[src/rtl/riscv_pkg.sv]
// Shared RV32 constants: datapath width, register count and writeback source encodings.
// Decode uses the same WB_SEL_* values when it generates wrn.
package riscv_pkg;

    localparam int XLEN  = 32;
    localparam int NREGS = 32;
    localparam int CNT_W = 32;

    localparam logic [1:0] WB_SEL_ALU  = 2'b00;
    localparam logic [1:0] WB_SEL_MEM  = 2'b01;
    localparam logic [1:0] WB_SEL_LINK = 2'b10;
    localparam logic [1:0] WB_SEL_NONE = 2'b11;

    localparam logic [4:0] REG_ZERO = 5'd0;

endpackage

[src/rtl/regfile_array.sv]
// Integer register storage x1..x(NREGS-1): one synchronous write port, synchronous clear,
// two asynchronous read ports. x0 has no storage and always reads zero.
module regfile_array
    import riscv_pkg::*;
#(
    parameter int W  = XLEN,
    parameter int NR = NREGS,
    parameter int AW = $clog2(NR)
) (
    input  logic          clk,
    input  logic          clr,
    input  logic          we,
    input  logic [AW-1:0] waddr,
    input  logic [W-1:0]  wdata,
    input  logic [AW-1:0] raddr_a,
    input  logic [AW-1:0] raddr_b,
    output logic [W-1:0]  rdata_a,
    output logic [W-1:0]  rdata_b
);

    logic [W-1:0] regs [1:NR-1];

    always_ff @(posedge clk) begin
        if (clr) begin
            for (int i = 1; i < NR; i++) begin
                regs[i] <= '0;
            end
        end else if (we && waddr != '0) begin
            regs[waddr] <= wdata;
        end
    end

    assign rdata_a = (raddr_a == '0) ? '0 : regs[raddr_a];
    assign rdata_b = (raddr_b == '0) ? '0 : regs[raddr_b];

endmodule

[src/rtl/stage_wb_regfile.sv]
// Writeback stage: picks the writeback source, commits it to the register file, counts
// commits, and serves decode's two read ports with same-cycle write-to-read bypass.
module stage_wb_regfile
    import riscv_pkg::*;
#(
    parameter int XLEN_P  = XLEN,
    parameter int NREGS_P = NREGS,
    parameter int CNT_W_P = CNT_W
) (
    input  logic               clk,
    input  logic               rst,
    input  logic               ena_wb,
    input  logic               write_ena,
    input  logic [4:0]         rd,
    input  logic [1:0]         wrn,
    input  logic [XLEN_P-1:0]  busc,
    input  logic [XLEN_P-1:0]  data,
    input  logic [XLEN_P-1:0]  pc_link,
    input  logic [4:0]         rs1,
    input  logic [4:0]         rs2,
    output logic [XLEN_P-1:0]  bus_a,
    output logic [XLEN_P-1:0]  bus_b,
    output logic [XLEN_P-1:0]  wb_value,
    output logic               wb_commit,
    output logic [CNT_W_P-1:0] wb_count
);

    logic [XLEN_P-1:0]  store_a;
    logic [XLEN_P-1:0]  store_b;
    logic [CNT_W_P-1:0] count_q;

    always_comb begin
        wb_value = '0;
        case (wrn)
            WB_SEL_ALU:  wb_value = busc;
            WB_SEL_MEM:  wb_value = data;
            WB_SEL_LINK: wb_value = pc_link;
            default:     wb_value = '0;
        endcase
    end

    // Reset and stall both suppress the commit, so a held MA/WB entry is written only once.
    assign wb_commit = ena_wb & write_ena & (rd != REG_ZERO) & (wrn != WB_SEL_NONE) & ~rst;

    regfile_array #(
        .W  (XLEN_P),
        .NR (NREGS_P),
        .AW (5)
    ) u_array (
        .clk     (clk),
        .clr     (rst),
        .we      (wb_commit),
        .waddr   (rd),
        .wdata   (wb_value),
        .raddr_a (rs1),
        .raddr_b (rs2),
        .rdata_a (store_a),
        .rdata_b (store_b)
    );

    assign bus_a = (rs1 == REG_ZERO) ? '0 :
                   (wb_commit && rd == rs1) ? wb_value : store_a;
    assign bus_b = (rs2 == REG_ZERO) ? '0 :
                   (wb_commit && rd == rs2) ? wb_value : store_b;

    always_ff @(posedge clk) begin
        if (rst) begin
            count_q <= '0;
        end else if (wb_commit) begin
            count_q <= count_q + 1'b1;
        end
    end

    assign wb_count = count_q;

endmodule

[config.mk]
export PLATFORM = sky130hd
export DESIGN_NAME = stage_wb_regfile
export DESIGN_NICKNAME = d
export VERILOG_FILES = /design/src/rtl/riscv_pkg.sv /design/src/rtl/regfile_array.sv /design/src/rtl/stage_wb_regfile.sv
export SDC_FILE = /design/constraint.sdc
export NUM_CORES = 2
export LEC_CHECK = 0
export CAP_MARGIN = 20
export CORE_UTILIZATION = 52
export CTS_BUF_LIST = sky130_fd_sc_hd__clkbuf_2 sky130_fd_sc_hd__clkbuf_4 sky130_fd_sc_hd__clkbuf_8
export DETAILED_ROUTE_END_ITERATION = 8
export PLACE_DENSITY = 0.68
export SYNTH_ARGS = -nofsm -noshare
export SYNTH_HDL_FRONTEND = slang
export SYNTH_SLANG_ARGS = --single-unit
[constraint.sdc]
create_clock -name clk -period 4.2 [get_ports clk]
set_clock_uncertainty 0.15 [all_clocks]
set_input_delay 1.05 -clock clk [delete_from_list [all_inputs] [get_ports clk]]
set_output_delay 1.05 -clock clk [all_outputs]
set_load 0.005 [all_outputs]
* After elaboration in Yosys (flattened, before gate mapping)
Memory sizes are Yosys's and may differ from the RTL's.
Cells that the tools add are included.
** Storage, ports and cells
- Memories :: 1
- Output and inout port bits :: 129
- Logic and storage cells :: 34
- Input port bits :: 117
- RAM bits :: 992
- Flip-flop bits (word level) :: 32
** Operators by class
- Add/sub/neg operators :: 1
- Multiplexer cells :: 13
- Equality and inequality tests :: 5
- Bitwise logic cells :: 5
- Reduce and logical (&&, ||, !) cells :: 8
** Memory list
- u_array.regs :: words 31, width 32, rd ports 2, clocked after memory_dff 0, wr ports 31, line regfile_array.sv:21 : logic [W-1:0] regs [1:NR-1];
** Operators with widths (count)
- $mux 32 :: 5
- $pmux 32 s3 :: 1
- $add 32x1->32 const B :: 1
- $reduce_or 32->1 :: 1
- $eq 5x5->1 :: 2
- $logic_not 5->1 :: 2
- $mux 1 :: 6
- $mux 5 :: 1
- $reduce_bool 5->1 :: 1
- $and 1x1->1 :: 4
- $logic_and 1x1->1 :: 3
- $eq 2x1->1 const B :: 1
- $eq 2x2->1 const B :: 1
- $logic_not 2->1 :: 1
- $ne 2x2->1 const B :: 1
- $not 1->1 :: 1

* Longest topological paths before layout
- Depth in word-level cells :: 10
- Gate-level depth with buffers :: 10
- Mapped depth without buffers :: 6

* Hierarchy
Synthesis repeated with hierarchy kept, for this count alone.
** Second synthesis, totals
- Cells, all modules :: 4287
- Area total of the unflattened synthesis :: 57964.3 sq um
** By module, submodules not included
- regfile_array :: cells each 3765, seq. area each 30749.5 sq um, instances 1, area an instance 54631.1 sq um
- stage_wb_regfile :: cells each 522, seq. area each 640.6 sq um, instances 1, area an instance 3333.2 sq um

* Worst setup path after synthesis
OpenSTA, ideal clock, no wires.
- Path type :: in2out
- From :: input port rs2[0]
- To :: output port bus_b[18]
- Stages on the path :: 8
- Arrival :: 2555 ps
- Required time :: 3000 ps
- Slack :: 445 ps
- Path buffers :: 3
- Cells stage by stage :: buf_4 buf_6 buf_2 mux4_2 o22ai_1 nor2_1 nor3_1 a211oi_2
** Between the ends
- Cells in the longest elaborated chain, start to end :: 4
- Elaborated cells between the ends (all ways) :: 6
- Classes of those cells :: eq/ne (1); mux (2); reduce/logical (2); memory (1)
** RTL lines
- from (decl) :: line stage_wb_regfile.sv:20 : input logic [4:0] rs2,
- branches (longest 3 deep; another with $mem_v2 31x32)
- $mux 32 * :: line stage_wb_regfile.sv:63 : assign bus_b = (rs2 == REG_ZERO) ? '0 :
- to (decl) :: line stage_wb_regfile.sv:22 : output logic [XLEN_P-1:0] bus_b,
Mark *: on every way between the ends.

* Final worst setup path
- From :: input port rs1[0]
- To :: output port bus_a[6]
** Between the ends
- Cells in the longest elaborated chain, start to end :: 4
- Elaborated cells between the ends (all ways) :: 6
- Classes of those cells :: eq/ne (1); mux (2); reduce/logical (2); memory (1)
** RTL lines
- from (decl) :: line stage_wb_regfile.sv:19 : input logic [4:0] rs1,
- branches (longest 3 deep; another with $mem_v2 31x32)
- $mux 32 * :: line stage_wb_regfile.sv:61 : assign bus_a = (rs1 == REG_ZERO) ? '0 :
- to (decl) :: line stage_wb_regfile.sv:21 : output logic [XLEN_P-1:0] bus_a,
Marks and branches as above.

==> reports/metrics.cfg <==
[clock_network]
cts.sinks=1056
cts_tree=yes
path_clk_slew_ns=0.06
clock_tree.buffer_depth=3
cts_buffers=178
htree_levels=4
clk_latency_ns=0.86
clockRootBuffer=clkbuf_8

[global_route]
grt_max_degree=64
grt_pass1_wl_mm=306
grt_use_met1=0.508
met2_usage=0.596
grt-busiest-layer=met2
grt_pass1_vias=43600
grt.overflow.total=0
antenna_found_initial=11
groute.usage.overall=0.409
use_met3=0.163

[sta]
post-route-min-period_ns=4.61
hold_viol=0
setup_ws_ns=-0.406
tightest_slew_ns=0.967
max_freq_mhz=217
period_share=1.10
finalSetupViolations=30
relSlewSlack=0.356
slew_viol_final=0
rsz0062_at_grt=yes

[layout]
fin_nets=5043
drive_gt1_frac=0.349
stdcell_count=6443
fill_cells=7382
area_growth_pct=27.8

[route]
wirelength_mm=223
ant_nets=0
vias=44500
vias_per_cell=6.91
firstDrtPassIters=8
wire_per_inst_um=34.6
drt_iter0_drc=7324
drc_errors=0

[floorplan]
rows=118
coreArea_um2=104000
fp.dieArea_um2=107000
num_io_pins=246
die-width_um=327
die_y_um=327
start_util=0.527

[worst_setup_path]
cp.buffers_inverters=3
reg2reg_from=wb_count[13]$_SDFFE_PP0P_
critPathMaxStageDelay_ns=0.73
crit_type=input port to primary output
crit_family=compound AO/OA/AOI/OAI gates
rrSetupSlack_ns=2.06
critPathRequiredTime_ns=3.00
crit_path_cell_trace=buf_16 -> buf_4 -> mux2i_1 -> a22oi_1 -> o211ai_1 -> a21oi_1 -> a211oi_4 -> a211oi_1 -> buf_2
reg2reg_depth=6
path_max_fanout=8
cp.arrival_ns=3.41
slowest_stage=mux2i_1
start_kind=input port
critPathCaptureType=primary output
crit-reg2reg-capture=wb_count[31]$_SDFFE_PP0P_

[yosys]
muxShareOfSynthArea=0.211
synth_compound_area_frac=0.0639
synth_area_um2=54800
synth.largest_area_cell=edfxtp_1
synth-xor-area-share=0.00607
synthCells=4198
synthAdderAreaFrac=0.000228
yosys_most_used_dff=edfxtp_1
synth_edf_count=1024
ys_async_sr_fraction=0
syn_avg_cell_area_um2=13.1
synth_top_family_by_area=multiplexers
synth_top_area_share=0.561
synth_area_leaders=edfxtp_1 56%, mux4_2 15%, nor2_1 8.1%, mux2i_1 5.5%, clkbuf_1 1.9%
synth.yosys.seq_area_share=0.573
ys_types=56
synth_warnings=0
ys_ff_latch=1056
synthSimpleGateAreaFrac=0.106

[place]
dp.final_hpwl_mm=132
gp_congestion=0.986
dp.cells=5984
port_buffers=245

[power_and_ir_drop]
p_sw_mw=7.10
seq_power_share=0.478
p_int_mw=18.8
switching_share=0.274
fin_total_pwr_mw=25.9
clkPwrFrac=0.353
comb_power_share=0.169
ir_drop_mv=0.234
leakage_nw=25.4
powerDensity_nw_per_um2=370

[status]
violations=setup timing
status=finished with violations

[min_path]
holdPathStages=2
worstHoldStart=wb_count[1]$_SDFFE_PP0P_
worstHoldEndpoint=wb_count[1]$_SDFFE_PP0P_
min_path_type=flop to flop

[flow_run]
drv_cap=0

[sequential cells by signal, indices dropped and copies added (netlist names)]
register      count
wb_count         32
u_array.regs   1024
[how the worst max path moves through the flow]
| stage | startpoint | to | slack (ns) | cells past startpoint |
|---|---|---|---|---|
| 2_1_floorplan | rs2[0] | bus_b[18] | 0.45 | 8 |
| 3_3_place_gp | ena_wb | bus_b[3] | -1.32 | 9 |
| 3_5_place_dp | ena_wb | bus_b[3] | -1.27 | 9 |
| 4_1_cts | rs2[0] | bus_b[3] | -0.12 | 10 |
| 5_1_grt | rs1[0] | bus_a[6] | -0.31 | 9 |
| 6_report | rs1[0] | bus_a[6] | -0.41 | 9 |
[cell families (layout without fill, tap and decap cells)]
family / Yosys count / count (layout)
xor gates and xnor gates: 38 / 38
muxes: 699 / 699
other: 1 / 38
buffers and inverters: 475 / 1302
adders and majority gates: 1 / 1
AOI/OAI and AO/OA: 500 / 500
and+or+nand+nor: 1428 / 1429
DFF: 1056 / 1056
[synth_stat cells, types with 32 or more instances]
cell      number
a211oi_1      59
dfxtp_1       32
nand2b_1      39
o211ai_1      65
clkbuf_1     273
mux2i_1      302
inv_1         36
edfxtp_1    1024
mux4_2       362
nor3_1        70
a221oi_1      57
buf_4         32
buf_2         92
o21ai_0       54
nand2_1       52
mux2_2        35
o22ai_1      122
a21oi_1       45
nor2_1      1177
a22oi_1       61
[what timing repair did]
item | 4_1_cts | 5_1_grt
cloned | 19 | 5
resized for setup | 518 | 179
setup endpoints to repair | 93 | 68
hold buffers | 0 | 0
pin swaps | 107 | 97
buffers inserted | 84 | 51
[metrics by stage]
stage	area [um^2]	hold slack (ns)	setup slack [ns]	TNS, ns	utilization
6_report	70000	0.358	-0.406	-1.41	0.673
3_3_place_gp	63300	0.342	-1.32	-61.15	0.608
2_1_floorplan	54900	0.339	0.445	0	-
4_1_cts	68900	0.364	-0.120	-0.550	0.662
5_1_grt	70000	0.425	-0.314	-0.967	0.673
3_5_place_dp	63300	0.349	-1.27	-61.24	0.608
[power groups by stage]
stage,Combinational (mW),Clock [mW],Sequential [mW]
floorplan,2.00,0,12.5
global placement,3.86,0,12.5
detailed placement,3.88,0,12.6
CTS,4.10,9.13,12.4
global route,4.45,9.53,12.4
finish,4.37,9.13,12.4
[placed cells by master, fill, tap and decap left out, drive strengths merged, types with 32 or more instances in the layout]
cell,instances
nand2b,39
mux4,362
a21oi,45
edfxtp,1024
inv,44
clkbuf,249
o211ai,65
clkdlybuf4s50,161
o21ai,59
o22ai,122
nor3,71
a221oi,59
mux2i,302
nand2,52
conb,32
buf,768
nor2,1178
clkinv,59
dfxtp,32
a22oi,61
a211oi,65
mux2,35
[routing by layer]
layer	up-vias	share of wire
met5	-	0.00046
met2	4411	0.43
met3	1067	0.17
li1	17400	-
met4	10	0.078
met1	21600	0.32
[cell type report]
cell class                 instances  area [um^2]  share of cell area
tap                             1380         1730              0.0247
clock buffer                     237         2930              0.0418
antenna                            6         15.0            0.000214
clock inverter                    75          482             0.00688
inverter                          36          135             0.00193
sequential                      1056        31400               0.448
timing repair buffer             954        10300               0.148
multi-input combinational       2699        23000               0.329
[tightest hold or removal path: stages (launching register included)]
cell and delay (ns):
dfxtp_1 0.33, nand2b_1 0.07, o21ai_0 0.06
(Power assumes the default switching activity.)
==> edit, RTL diff (config.mk and constraints unchanged) <==
The package constant `XLEN` goes from 32 to 36.
--- a/src/rtl/riscv_pkg.sv
+++ b/src/rtl/riscv_pkg.sv
@@ -2,7 +2,7 @@
 // Decode uses the same WB_SEL_* values when it generates wrn.
 package riscv_pkg;
 
-    localparam int XLEN  = 32;
+    localparam int XLEN  = 36;
     localparam int NREGS = 32;
     localparam int CNT_W = 32;
 
Ports: changed (6 resized); port bits go from 246 to 270. No check against the original RTL was run, so the function may have changed too.
==> edit against the unedited design <==
- the run still ends with setup timing left
- clock power rose by 14%
- synthesized cell count rose by 11%
- total power rose by 15%
- setup slack improved by 150 ps
- sequential cell count rose by 128
- utilization rose by 3.8 points
- global-route usage rose by 0.96 points
- area after synthesis rose by 12%
- sequential power rose by 12%
- sequential share of layout area fell by 2.4 points
- wire length rose by 17%
- final area rose by 18%
==> edit: results (changes against the unedited design) <==
- Status: complete, but fails checks
- Failing checks: setup timing
- Placer Congestion: 0.988 (+0.25%)
- Gr usage total: 41.9% (+0.96 points)
- Detailed Routing Iterations Pass 1: 6 (-2)
- Worst vdd ir: 0.293 mV (+25%)
- Number of buffers created by CTS: 194 (+9.0%)
- Vias in the first global route: 50,800 (+17%)
- Mapped Cells: 4,659 (+11%)
- FF-to-FF setup slack: 1480 ps (-580 ps)
- R2R depth: 5 (-1)
- WL final: 260,000 µm (+17%)
- Pin count of the biggest net entering global routing: 67 (+4.7%)
- Clk Latency, worst-skew pair: 900 ps (+40 ps)
- Critical Path Max Stage Delay: 530 ps (-200 ps)
- IO Port Bufs: 269 (+9.8%)
- Placed insts: 6,644 (+11%)
- Grt met2 use: 60.8% (+1.2 points)
- Final setup viols: 54 (+80%)
- Post-synth cell types: 62 (+11%)
- M3 GR Usage: 15.7% (-0.56 points)
- Crit-path leading delay family: buffers and inverters
- Hold_ws: 354 ps (-3.16 ps)
- Final HPWL from detailed placement: 153,000 µm (+15%)
- Worst Hold Endpoint: wb_count[27]
- Most frequent cells after synthesis: nor2_1, edfxtp_1, mux4_2
- Placed instance area: 71,500 µm² (+13%)
- Power Density: 359 nW/µm² (-2.8%)
- First-pass GRT wire length: 354,000 µm (+16%)
- Seq. pwr: 13.9 mW (+12%)
- Slowest CP cell: a221oi_4
- Final setup TNS: -3460 ps (-2040 ps)
- EDFF count, synth: 1,152 (+13%)
- Comb power: 5.54 mW (+27%)
- Max reg flops: 1,152 (+13%)
- M1 GR Usage: 51.4% (+0.56 points)
- Switch share: 27.8% (+0.37 points)
- Setup ws final: -258 ps (+147 ps)
- Layout net count: 5,790 (+15%)
- DRT iter0 DRCs: 9,472 (+29%)
- Fraction of layout cells with a size suffix above 1: 42.1% (+7.1 points)
## edit: logic make-up (layout without fill, tap and decap cells)
group | count (synthesis) | in the layout | share of synthesized area, %
AO/OA/AOI/OAI | 543 | 543 | 6.38
XOR/XNOR | 13 | 13 | 0.185
adder cells (fa/ha/maj) | 1 | 1 | 0.0204
buffers and inverters | 548 | 1679 | 3.84
flip-flops | 1184 | 1184 | 57.4
multiplexers | 753 | 753 | 21.1
other | 1 | 42 | 0.00611
AND/OR/NAND/NOR | 1616 | 1616 | 11.0
## edit: cell type report
class / instances / area [µm²]
clock inverter: 99 / 657
sequential: 1184 / 35200
timing repair buffer: 1268 / 14400
inverter: 50 / 199
tap: 1524 / 1910
multi-input combinational: 2962 / 27400
fill: 7429 / 33700
antenna: 6 / 15.0
clock buffer: 262 / 3210
## edit: how the worst max path moves through the flow
| stage | slack, ps | start | depth (start not counted) | endpoint |
|---|---|---|---|---|
| 5_1_grt | -240 | rs2[0] | 11 | bus_b[7] |
| 4_1_cts | -160 | rs2[0] | 11 | bus_b[7] |
| 3_5_place_dp | -1250 | rs2[4] | 10 | bus_b[34] |
| 3_3_place_gp | -1300 | rs2[4] | 10 | bus_b[34] |
| 2_1_floorplan | 310 | wrn[0] | 7 | wb_value[10] |
| 6_report | -260 | rs2[0] | 11 | bus_b[7] |
## edit: what timing repair did
action                                  CTS  global route
cloned                                   35             5
endpoints found under the setup margin   95            89
pin swaps                               148           172
setup buffers                           217           129
resized for setup                       831           369
## edit: layer usage
layer | up-vias | routed length, µm | share of wire, %
met5 | - | 39 | 0.015
met3 | 1416 | 44500 | 17
met4 | 6 | 23700 | 9.1
met1 | 25500 | 81500 | 31
met2 | 5460 | 110000 | 42
li1 | 19900 | - | -
